--- config.mk ---
export PLATFORM = sky130hd
export DESIGN_NAME = dm_port_arbiter
export DESIGN_NICKNAME = d
export VERILOG_FILES = /design/src/rtl/dm_port_arbiter.sv
export SDC_FILE = /design/constraint.sdc
export NUM_CORES = 1
export LEC_CHECK = 0
export ABC_AREA = 0
export BUFFER_PORTS_ARGS = -buffer_cell sky130_fd_sc_hd__buf_2
export CAP_MARGIN = 5
export CORE_UTILIZATION = 48
export DETAILED_ROUTE_END_ITERATION = 6
export PLACE_DENSITY = 0.87
export SETUP_SLACK_MARGIN = 0.5
export SYNTH_ARGS = -nofsm -noshare
export SYNTH_HDL_FRONTEND = slang
export SYNTH_SLANG_ARGS = --single-unit
--- constraint.sdc ---
create_clock -name clk -period 2.8 [get_ports clk]
set_input_delay 0.42 -clock clk [delete_from_list [all_inputs] [get_ports clk]]
set_output_delay 0.42 -clock clk [all_outputs]
set_load 0.01 [all_outputs]
--- src/rtl/dm_port_arbiter.sv ---
// Two-port round-robin arbiter and access sequencer for the 1024 x 32 data memory.
// Byte-enabled stores merge into the current word in the grant cycle; acks and read data are registered.
module dm_port_arbiter (
  input  logic        clk,
  input  logic        rst,
  input  logic        m0_req,
  input  logic        m0_we,
  input  logic [3:0]  m0_be,
  input  logic [9:0]  m0_addr,
  input  logic [31:0] m0_wdata,
  output logic        m0_gnt,
  output logic        m0_ack,
  output logic [31:0] m0_rdata,
  input  logic        m1_req,
  input  logic        m1_we,
  input  logic [3:0]  m1_be,
  input  logic [9:0]  m1_addr,
  input  logic [31:0] m1_wdata,
  output logic        m1_gnt,
  output logic        m1_ack,
  output logic [31:0] m1_rdata,
  output logic [9:0]  dm_addr,
  output logic [31:0] dm_din,
  output logic        dm_we,
  input  logic [31:0] dm_dout
);

  localparam int unsigned DATA_W = 32;
  localparam int unsigned BE_W   = DATA_W / 8;
  localparam int unsigned ADDR_W = 10;

  function automatic logic [DATA_W-1:0] merge_bytes(
    input logic [DATA_W-1:0] new_word,
    input logic [DATA_W-1:0] old_word,
    input logic [BE_W-1:0]   be
  );
    logic [DATA_W-1:0] res;
    res = old_word;
    for (int i = 0; i < BE_W; i++) begin
      if (be[i]) res[8*i +: 8] = new_word[8*i +: 8];
    end
    return res;
  endfunction

  logic              last_grant_q, last_grant_d;
  logic              m0_ack_q, m0_ack_d;
  logic              m1_ack_q, m1_ack_d;
  logic [DATA_W-1:0] m0_rdata_q, m0_rdata_d;
  logic [DATA_W-1:0] m1_rdata_q, m1_rdata_d;

  logic              gnt0, gnt1, any_gnt;
  logic              sel_we;
  logic [BE_W-1:0]   sel_be;
  logic [DATA_W-1:0] sel_wdata;
  logic [ADDR_W-1:0] sel_addr;

  // Winner selection: on conflict the port that did not win last time goes first.
  always_comb begin
    gnt0 = 1'b0;
    gnt1 = 1'b0;
    if (!rst) begin
      if (m0_req && m1_req) begin
        gnt0 = last_grant_q;
        gnt1 = !last_grant_q;
      end else begin
        gnt0 = m0_req;
        gnt1 = m1_req;
      end
    end
    any_gnt = gnt0 | gnt1;
  end

  // Selected payload defaults to port 0 so dm_addr follows m0_addr when idle.
  always_comb begin
    sel_we    = m0_we;
    sel_be    = m0_be;
    sel_wdata = m0_wdata;
    sel_addr  = m0_addr;
    if (gnt1) begin
      sel_we    = m1_we;
      sel_be    = m1_be;
      sel_wdata = m1_wdata;
      sel_addr  = m1_addr;
    end
  end

  always_comb begin
    dm_addr = sel_addr;
    dm_we   = any_gnt && sel_we && (sel_be != '0);
    dm_din  = merge_bytes(sel_wdata, dm_dout, sel_be);
  end

  // The winner always captures the pre-write word, so writes return old contents.
  always_comb begin
    last_grant_d = last_grant_q;
    m0_ack_d     = gnt0;
    m1_ack_d     = gnt1;
    m0_rdata_d   = m0_rdata_q;
    m1_rdata_d   = m1_rdata_q;
    if (gnt0) begin
      last_grant_d = 1'b0;
      m0_rdata_d   = dm_dout;
    end
    if (gnt1) begin
      last_grant_d = 1'b1;
      m1_rdata_d   = dm_dout;
    end
  end

  always_ff @(posedge clk) begin
    if (rst) begin
      last_grant_q <= 1'b1;
      m0_ack_q     <= 1'b0;
      m1_ack_q     <= 1'b0;
      m0_rdata_q   <= '0;
      m1_rdata_q   <= '0;
    end else begin
      last_grant_q <= last_grant_d;
      m0_ack_q     <= m0_ack_d;
      m1_ack_q     <= m1_ack_d;
      m0_rdata_q   <= m0_rdata_d;
      m1_rdata_q   <= m1_rdata_d;
    end
  end

  assign m0_gnt   = gnt0;
  assign m1_gnt   = gnt1;
  assign m0_ack   = m0_ack_q;
  assign m1_ack   = m1_ack_q;
  assign m0_rdata = m0_rdata_q;
  assign m1_rdata = m1_rdata_q;

endmodule

Yosys cells after proc, flatten, opt, wreduce, memory -nomap -nowiden
Index checks and enable logic that the tools add are counted.
- logic and storage cells: 24
- register bits after elaboration: 67
- bitwise gates (word level): 1
- reduce and logical (&&, ||, !) cells: 6
- muxes and demuxes: 12
- operators with widths (cell ; count):
    32-bit two-way mux ; 1
    8-bit two-way mux ; 4
    10-bit two-way mux ; 1
    1-bit two-way mux ; 5
    4-bit two-way mux ; 1
    4-bit nonzero test ; 1
    1-bit logical AND ; 3
    2-bit OR reduction ; 1
    1-bit logical NOT ; 1
    1-bit OR ; 1

Longest topological paths before layout
Gate-level depths: netlist of run 1.
- depth after elaboration: 6
- gate-level depth with buffers: 7
- gate-level depth less buffers: 4

Worst setup path before layout of run 1
No wires, ideal clock.
- kind: input -> output
- start point: input port m0_req
- end point: output port dm_we
- path buffers: 1
- data arrival time: 1.486 ns
- setup slack: 0.894 ns
- data required time: 2.380 ns
- stages on the path: 4
- path through: buf_6 > a21boi_2 > nand2b_2 > a2111oi_0
- word-level cells in the longest chain between the ends: 6
- RTL lines (element ; line ; source):
    from (decl) ; 6 ; input logic m0_req,
    1-bit logical AND ; 62 ; if (m0_req && m1_req) begin
    1-bit two-way mux ; 62 ;
    1-bit two-way mux ; 61 ; if (!rst) begin
    4-bit two-way mux, or another cell as far along ; 79 ; if (gnt1) begin
    4-bit nonzero test or 1-bit logical AND (tied branches) ; 89 ; dm_we = any_gnt && sel_we && (sel_be != '0);
    1-bit logical AND * ; 89 ;
    to (decl) ; 24 ; output logic dm_we,
Mark *: on every way between the ends. The rest lies on a longest branch, timed or not.

Final worst setup path of run 1
- start point: register last_grant_q
- end point: output port dm_din[4]
- word-level cells in the longest chain between the ends: 5
- RTL lines (element ; line ; source):
    from (decl) ; 45 ; logic last_grant_q, last_grant_d;
    from (signal assigned) ; 118 ; last_grant_q <= last_grant_d;
    1-bit logical NOT * ; 64 ; gnt1 = !last_grant_q;
    1-bit two-way mux * ; 62 ;
    1-bit two-way mux * ; 61 ;
    32-bit two-way mux or 4-bit two-way mux (tied branches) ; 79 ;
    8-bit two-way mux * ; 40 ; if (be[i]) res[8*i +: 8] = new_word[8*i +: 8];
    to (decl) ; 23 ; output logic [31:0] dm_din,
Marked as above.

==> results of run 1 <==
-- worst min path at each step --
stage / startpoint / to / slack (ps) / cells past startpoint
floorplan: last_grant_q / last_grant_q / 480 / 2
global placement: m1_rdata[13] / m1_rdata[13] / 450 / 1
detailed placement: m1_rdata[9] / m1_rdata[9] / 450 / 1
CTS: dm_dout[12] / m1_rdata[12] / 340 / 2
global route: dm_dout[28] / m1_rdata[28] / 350 / 2
finish: dm_dout[28] / m1_rdata[28] / 350 / 2
-- where the power goes --
part	leakage (nW)	internal [W]	total, W	switching (W)
clock	0.0913	0.000408	0.000785	0.000378
sequential	0.551	0.00101	0.00104	0.0000296
combinational	1.96	0.000283	0.000668	0.000385
total	2.60	0.00170	0.00249	0.000792
-- registers in the layout (all words and copies together), names as in the netlist --
register and flops:
m0_ack 1, last_grant_q 1, m1_rdata 32, m1_ack 1, m0_rdata 32
-- layout make-up --
cell class	instances	area, sq um	share of cell area
Antenna cell	1	2.502	0.0004561
Clock buffer	9	123.9	0.02258
Clock inverter	6	67.56	0.01231
Inverter	4	15.01	0.002737
Multi-Input combinational cell	376	2502	0.4561
Sequential cell	67	1341	0.2445
Tap cell	105	131.4	0.02395
Timing Repair Buffer	251	1303	0.2374
-- per-stage QoR --
step           utilization  instance area (sq um)
2_1_floorplan            -                   4114
3_3_place_gp        0.6388                   5275
3_5_place_dp        0.6388                   5275
4_1_cts             0.6626                   5472
5_1_grt             0.6644                   5487
6_report            0.6644                   5487
-- kinds of logic after synthesis --
kind of cell / share of synthesized area
multiplexers: 0.02737
AO/OA/AOI/OAI: 0.3561
flip-flops: 0.3260
buffers and inverters: 0.07299
AND/OR/NAND/NOR: 0.2175
-- what timing repair did --
item / 4_1_cts / 5_1_grt
setup endpoints to repair: 1 / 16
gates resized for setup: 1 / 3
cloned: 0 / 0
-- critical path, cell delays in order, from the launching register on --
cell	delay, ps
dfxtp_1	470
a21bo_4	210
buf_6	320
a211o_1	150
nand3_1	90
buf_2	150
-- layer usage --
layer / track usage / share of wire / vias up / wire length, um
li1: - / - / 2255 / -
met1: 0.3363 / 0.37 / 2261 / 5306
met2: 0.5562 / 0.52 / 256 / 7370
met3: 0.07407 / 0.090 / 20 / 1280
met4: 0.09091 / 0.014 / 0 / 202
met5: 0 / 0 / - / 0
-- synthesized netlist by cell type --
cell type / count / area share
a211o_1: 32 / 0.068
nand3_1: 64 / 0.078
o21ai_1: 8 / 0.0097
dfxtp_1: 67 / 0.33
o211ai_1: 4 / 0.0073
buf_2: 15 / 0.018
inv_2: 2 / 0.0018
a21bo_1: 1 / 0.0024
o21ai_0: 57 / 0.069
nor4_1: 1 / 0.0015
a22o_1: 32 / 0.068
or4_1: 1 / 0.0018
buf_1: 3 / 0.0027
o211ai_2: 28 / 0.085
a32oi_1: 1 / 0.0021
inv_1: 2 / 0.0018
buf_6: 7 / 0.019
nor2_1: 1 / 0.00091
a21oi_1: 32 / 0.039
clkbuf_1: 28 / 0.026
a2111oi_0: 1 / 0.0021
nand2b_2: 1 / 0.0021
mux2_1: 10 / 0.027
buf_4: 2 / 0.0036
nor3_1: 3 / 0.0036
nand2_1: 32 / 0.029
a21boi_2: 1 / 0.0027
nand2b_1: 33 / 0.050
nor2b_1: 33 / 0.050
==> results.md, run 1 <==
* Clock Skew at 8.713 ps
* Cts bufs inserted at 9
* Mapped Area at 4114 sq um
* Share of post-route cells with drive strength above 1 at 0.4222
* Setup Crit Path Kind: flip-flop to output port
* Synthesis Warnings at 0
* Vert. Die Dim at approximately 95 um
* Vias in the first global route at 4326
* DP HPWL at 10.18 mm
* Drt total wl at 14.16 mm
* Initial antenna violation count at 2
* Minimum clock period at approximately 2200 ps
* R2R depth at 5
* Hold Crit Class: input pin to flip-flop
* DR DRC count at 0
* Iter 0 DRT Violations at 227
* Via count at roughly 4800
* Min setup slack post-route at 633.3 ps
* Most common cell after layout, fill and taps aside: buf_2
* CTS tree: built
* Global Route Usage Sum at 0.3003
* Slew Limit Fails at 0
* Die area at ~8900 sq um
* Most frequent cells in the layout: buf_2 (239), dfxtp_1 (67), nand3_1 (64)
* Flop2flop setup slack at approximately 1100 ps
* First-pass GRT wire length at 20.75 mm
* Pleak at between 2 and 3 nW
* CP Max Fanout at 42
* FILL cells at 714
* Fin cells at ~820
* Critical R2R Launch: last_grant_q
* Clock sink total at 67
* Status: complete, no violations
* Clock root buffer: clkbuf_8
* Critical path data required time at about 2400 ps
* Fmax at 461.5 MHz
* Critical Path Start Type: flip-flop
* Final setup violation count at 0
* Critical Path End: dm_din[4]
* CTS max path bufs at 2
* Worst EP arrival at 1750 ps
* Avg Synthesized Cell Area at 8.195 sq um
* # IOs at 241
* Sum of negative setup slack at 0 ps
* VDD IR max at 0.4030 mV
* Largest net degree at the start of global routing at between 100 and 150
* Synthesis-stage register bit count at 67
* Setup Buffers After CTS at 0
* DRT Pass-1 Iters at 5
* Initial Utilization at 0.4982
* RSZ-0062 raised after global routing: yes
* Worst r2r dst: m1_rdata[30]
* Detail Route Antenna Nets at 0
* Design Power at approximately 0.0025 W
* Routability cong. at between 0.8 and 0.9
* WL/cell at 17.29 um
* Power Dens Cells at 454.3 nW/um^2
* Pre-CTS setup slack at 608.7 ps
* Hold Fails Final Rpt at 0
* Synth Net Count at around 630
* Area grow syn2layout at 33.36%
* # rows at 33
* Placed Cells at 803
* Remaining global-route overflow at 0
* H-tree levels at 3
* Final nets at 839
* Register area share after synthesis at 0.3260
* Core Area at 8258 sq um
* Clock Latency Late Sink at 330 ps
* Width of the chip at 94.58 um
* DR vias/cell at 5.851
* Tcrit/Tclk final at 0.7738
* IO buf count at 240
* Crit path capture type: output port
* Max_cap viols at 0
* WHS at 352.6 ps
* Post-CTS Hold Buffers at 0
* Slew @ Worst Pin at ~860 ps
* Synthesized instance count at 502
* Max-slew headroom at 0.4252
* Clk slew on worst S/H paths at 80 ps
* Setup crit start: last_grant_q
* Yosys cell types at 29
Note: power is estimated with default switching activity, not from simulation.
==> run 2, diff against run 1 <==
--- a/config.mk
+++ b/config.mk
@@ -8,9 +8,9 @@
 export ABC_AREA = 0
 export BUFFER_PORTS_ARGS = -buffer_cell sky130_fd_sc_hd__buf_2
 export CAP_MARGIN = 5
-export CORE_UTILIZATION = 48
+export CORE_UTILIZATION = 40
 export DETAILED_ROUTE_END_ITERATION = 6
-export PLACE_DENSITY = 0.87
+export PLACE_DENSITY = 0.77
 export SETUP_SLACK_MARGIN = 0.5
 export SYNTH_ARGS = -nofsm -noshare
 export SYNTH_HDL_FRONTEND = slang
==> constraint.sdc (replaced) <==
create_clock -name clk -period 1.9 [get_ports clk]
set_input_delay 0.285 -clock clk [delete_from_list [all_inputs] [get_ports clk]]
set_output_delay 0.285 -clock clk [all_outputs]
set_load 0.01 [all_outputs]
==> run 2 against run 1 <==
  * The run now ends with negative setup slack left
  * Clock power is 34% higher
  * First-iteration DRC count is 44% higher
  * Clock-buffer cell count is 5 higher
  * Wire length is 15% higher
  * Non-clock buffer count is 22 higher
  * Core utilization is 3.0 points lower
  * Highest routed layer unchanged
==> results.md, run 2 (synthesized netlist as in run 1, its figures left out) <==
* Status: complete, but fails checks
* Failing checks: negative setup slack
* Fin area at 6254 sq um (+14%)
* Worst EP arrival at 1620 ps (-130 ps)
* Routability cong. at 0.8102 (-7.4%)
* Clock Skew at 9.122 ps (+0.4094 ps)
* Met2 track demand over resource at 0.4187 (-0.1374)
* Placed cell area at 5589 sq um (+6.0%)
* Area grow syn2layout at 52.01%
* Critical Path Start Type: flip-flop
* WL/cell at 18.68 um (+8.0%)
* Iter 0 DRT Violations at 327 (+44%)
* Global Route Usage Sum at 0.2643 (-0.03591)
* Critical path data required time at 1620 ps (-760 ps)
* Most frequent cells in the layout: buf_2 (199), dfxtp_1 (66), buf_6 (42)
* Cts bufs inserted at 9 (unchanged)
* Flop2flop setup slack at 570 ps (-500 ps)
* Remaining global-route overflow at 0 (unchanged)
* CP Max Fanout at 12 (-71%)
* Sum of negative setup slack at -10.61 ps (-10.61 ps)
* Critical R2R Launch: last_grant_q
* DP HPWL at 10.89 mm (+6.9%)
* Detail Route Antenna Nets at 0 (unchanged)
* Crit path capture type: output port
* Max_cap viols at 0 (unchanged)
* Clk slew on worst S/H paths at 70 ps (about the same)
* Hold Fails Final Rpt at 0 (unchanged)
* Power Dens Cells at 615.1 nW/um^2 (+35%)
* Placed Cells at 843 (+5.0%)
* H-tree levels at 3 (unchanged)
* Met1 usage at 0.3614 (+0.02511)
* # IOs at 241 (unchanged)
* Share of post-route cells with drive strength above 1 at 0.4953 (+0.07309)
* Max-slew headroom at 0.7580 (+0.3328)
* Final setup violation count at 3 (+3)
* Hold Crit Class: input pin to flip-flop
* R2R depth at 6 (+1)
* WHS at 206.4 ps (-146.2 ps)
* Min setup slack post-route at -4.546 ps (-637.8 ps)
* DR DRC count at 0 (unchanged)
* IO buf count at 240 (unchanged)
* CTS max path bufs at 2 (unchanged)
* Setup crit start: last_grant_q
* Fmax at about 530 MHz
* DRT Pass-1 Iters at 5 (unchanged)
* First-pass GRT wire length at 21.71 mm (+4.7%)
* Die area at 10690 sq um (+20%)
* Clock root buffer: clkbuf_8
* Pleak at 2.989 nW (+15%)
* Core Area at 9864 sq um (+19%)
* Initial Utilization at 0.4170 (-0.08113)
* Largest net degree at the start of global routing at 52 (-53%)
* Critical Path End: dm_din[31]
* Post-CTS Hold Buffers at 0 (unchanged)
* Setup Crit Path Kind: flip-flop to output port
* Most common cell after layout, fill and taps aside: buf_2
* Pre-CTS setup slack at 98.29 ps (-510.5 ps)
* Clock sink total at 67 (unchanged)
* Width of the chip at 103.4 um (+9.3%)
* Slew Limit Fails at 0 (unchanged)
* Vert. Die Dim at 103.4 um (+9.3%)
* Clock Latency Late Sink at 340 ps (about the same)
* VDD IR max at 0.3349 mV (-17%)
* GR peak layer: met2
* Minimum clock period at 1905 ps
* DR vias/cell at 5.782 (-1.2%)
* Tcrit/Tclk final at 1.002
* Final nets at 862 (+2.7%)
* Global Route met3 Usage at 0.04570 (-0.02838)
* RSZ-0062 raised after global routing: yes
* Via count at 5036 (+5.1%)
* Initial antenna violation count at 1 (-1)
* Fin cells at 871 (+6.3%)
* Drt total wl at 16.27 mm (+15%)
* Worst r2r dst: m1_rdata[20]
* # rows at 36 (+9.1%)
* Slew @ Worst Pin at 363.0 ps (-497.2 ps)
* CTS tree: built
* Vias in the first global route at 4234 (-2.1%)
[run 2: cell count changes in the layout (fill, tap and decap cells not counted), moves of 12 or more]
cell | previous run | this run
o21ai_1 | 8 | 29
nand3_1 | 64 | 34
buf_2 | 239 | 199
buf_4 | 10 | 22
o21ai_0 | 57 | 36
nand3_2 | 0 | 30
buf_6 | 1 | 42
[run 2: through the flow]
step	util	power, W
floorplan	-	0.002147
global placement	0.5666	0.002581
detailed placement	0.5666	0.002607
CTS	0.5889	0.003678
global route	0.6337	0.004019
finish	0.6339	0.003847
[run 2: critical path, cell delays in order, from the launching register on]
cell and delay, ps:
dfxtp_4 370, a21bo_4 280, clkbuf_16 190, o211ai_1 200
nand3_2 100, buf_6 130
[run 2: per-layer routing]
| metal | up-vias | share of wire |
|---|---|---|
| met1 | 2398 | 0.41 |
| met5 | - | 0 |
| met3 | 37 | 0.093 |
| met4 | 0 | 0.023 |
| met2 | 292 | 0.47 |
| li1 | 2309 | - |
[run 2: layout make-up]
cell class	count	area, sq um
clock buffers	14	162.7
fillers	844	3611
flip-flops and latches	67	1345
clock inverters	2	10.01
repair buffers	273	1854
diodes	1	2.502
multi-input cells	377	2685
inverters	4	27.53
well taps	133	166.4
[run 2: worst min-delay path by stage]
stage | startpoint | endpoint | slack [ps] | cells after the start
2_1_floorplan | dm_dout[0] | m1_rdata[0] | 420 | 1
3_3_place_gp | m1_rdata[3] | m1_rdata[3] | 450 | 1
6_report | dm_dout[18] | m1_rdata[18] | 210 | 2
5_1_grt | dm_dout[11] | m1_rdata[11] | 200 | 2
4_1_cts | dm_dout[18] | m1_rdata[18] | 190 | 2
3_5_place_dp | m1_rdata[1] | m1_rdata[1] | 450 | 1
[run 2: what timing repair did]
action,CTS,global route
buffers inserted,3,1
endpoints found under the setup margin,77,72
pin swaps,1,3
gates cloned,0,7
resized for setup,4,67
[run 2: report_power, final]
part / leakage [nW] / internal, W / switching (W)
clock network: 0.0905 / 0.000543 / 0.000510
registers: 0.551 / 0.00149 / 0.0000468
logic: 2.35 / 0.000601 / 0.000657
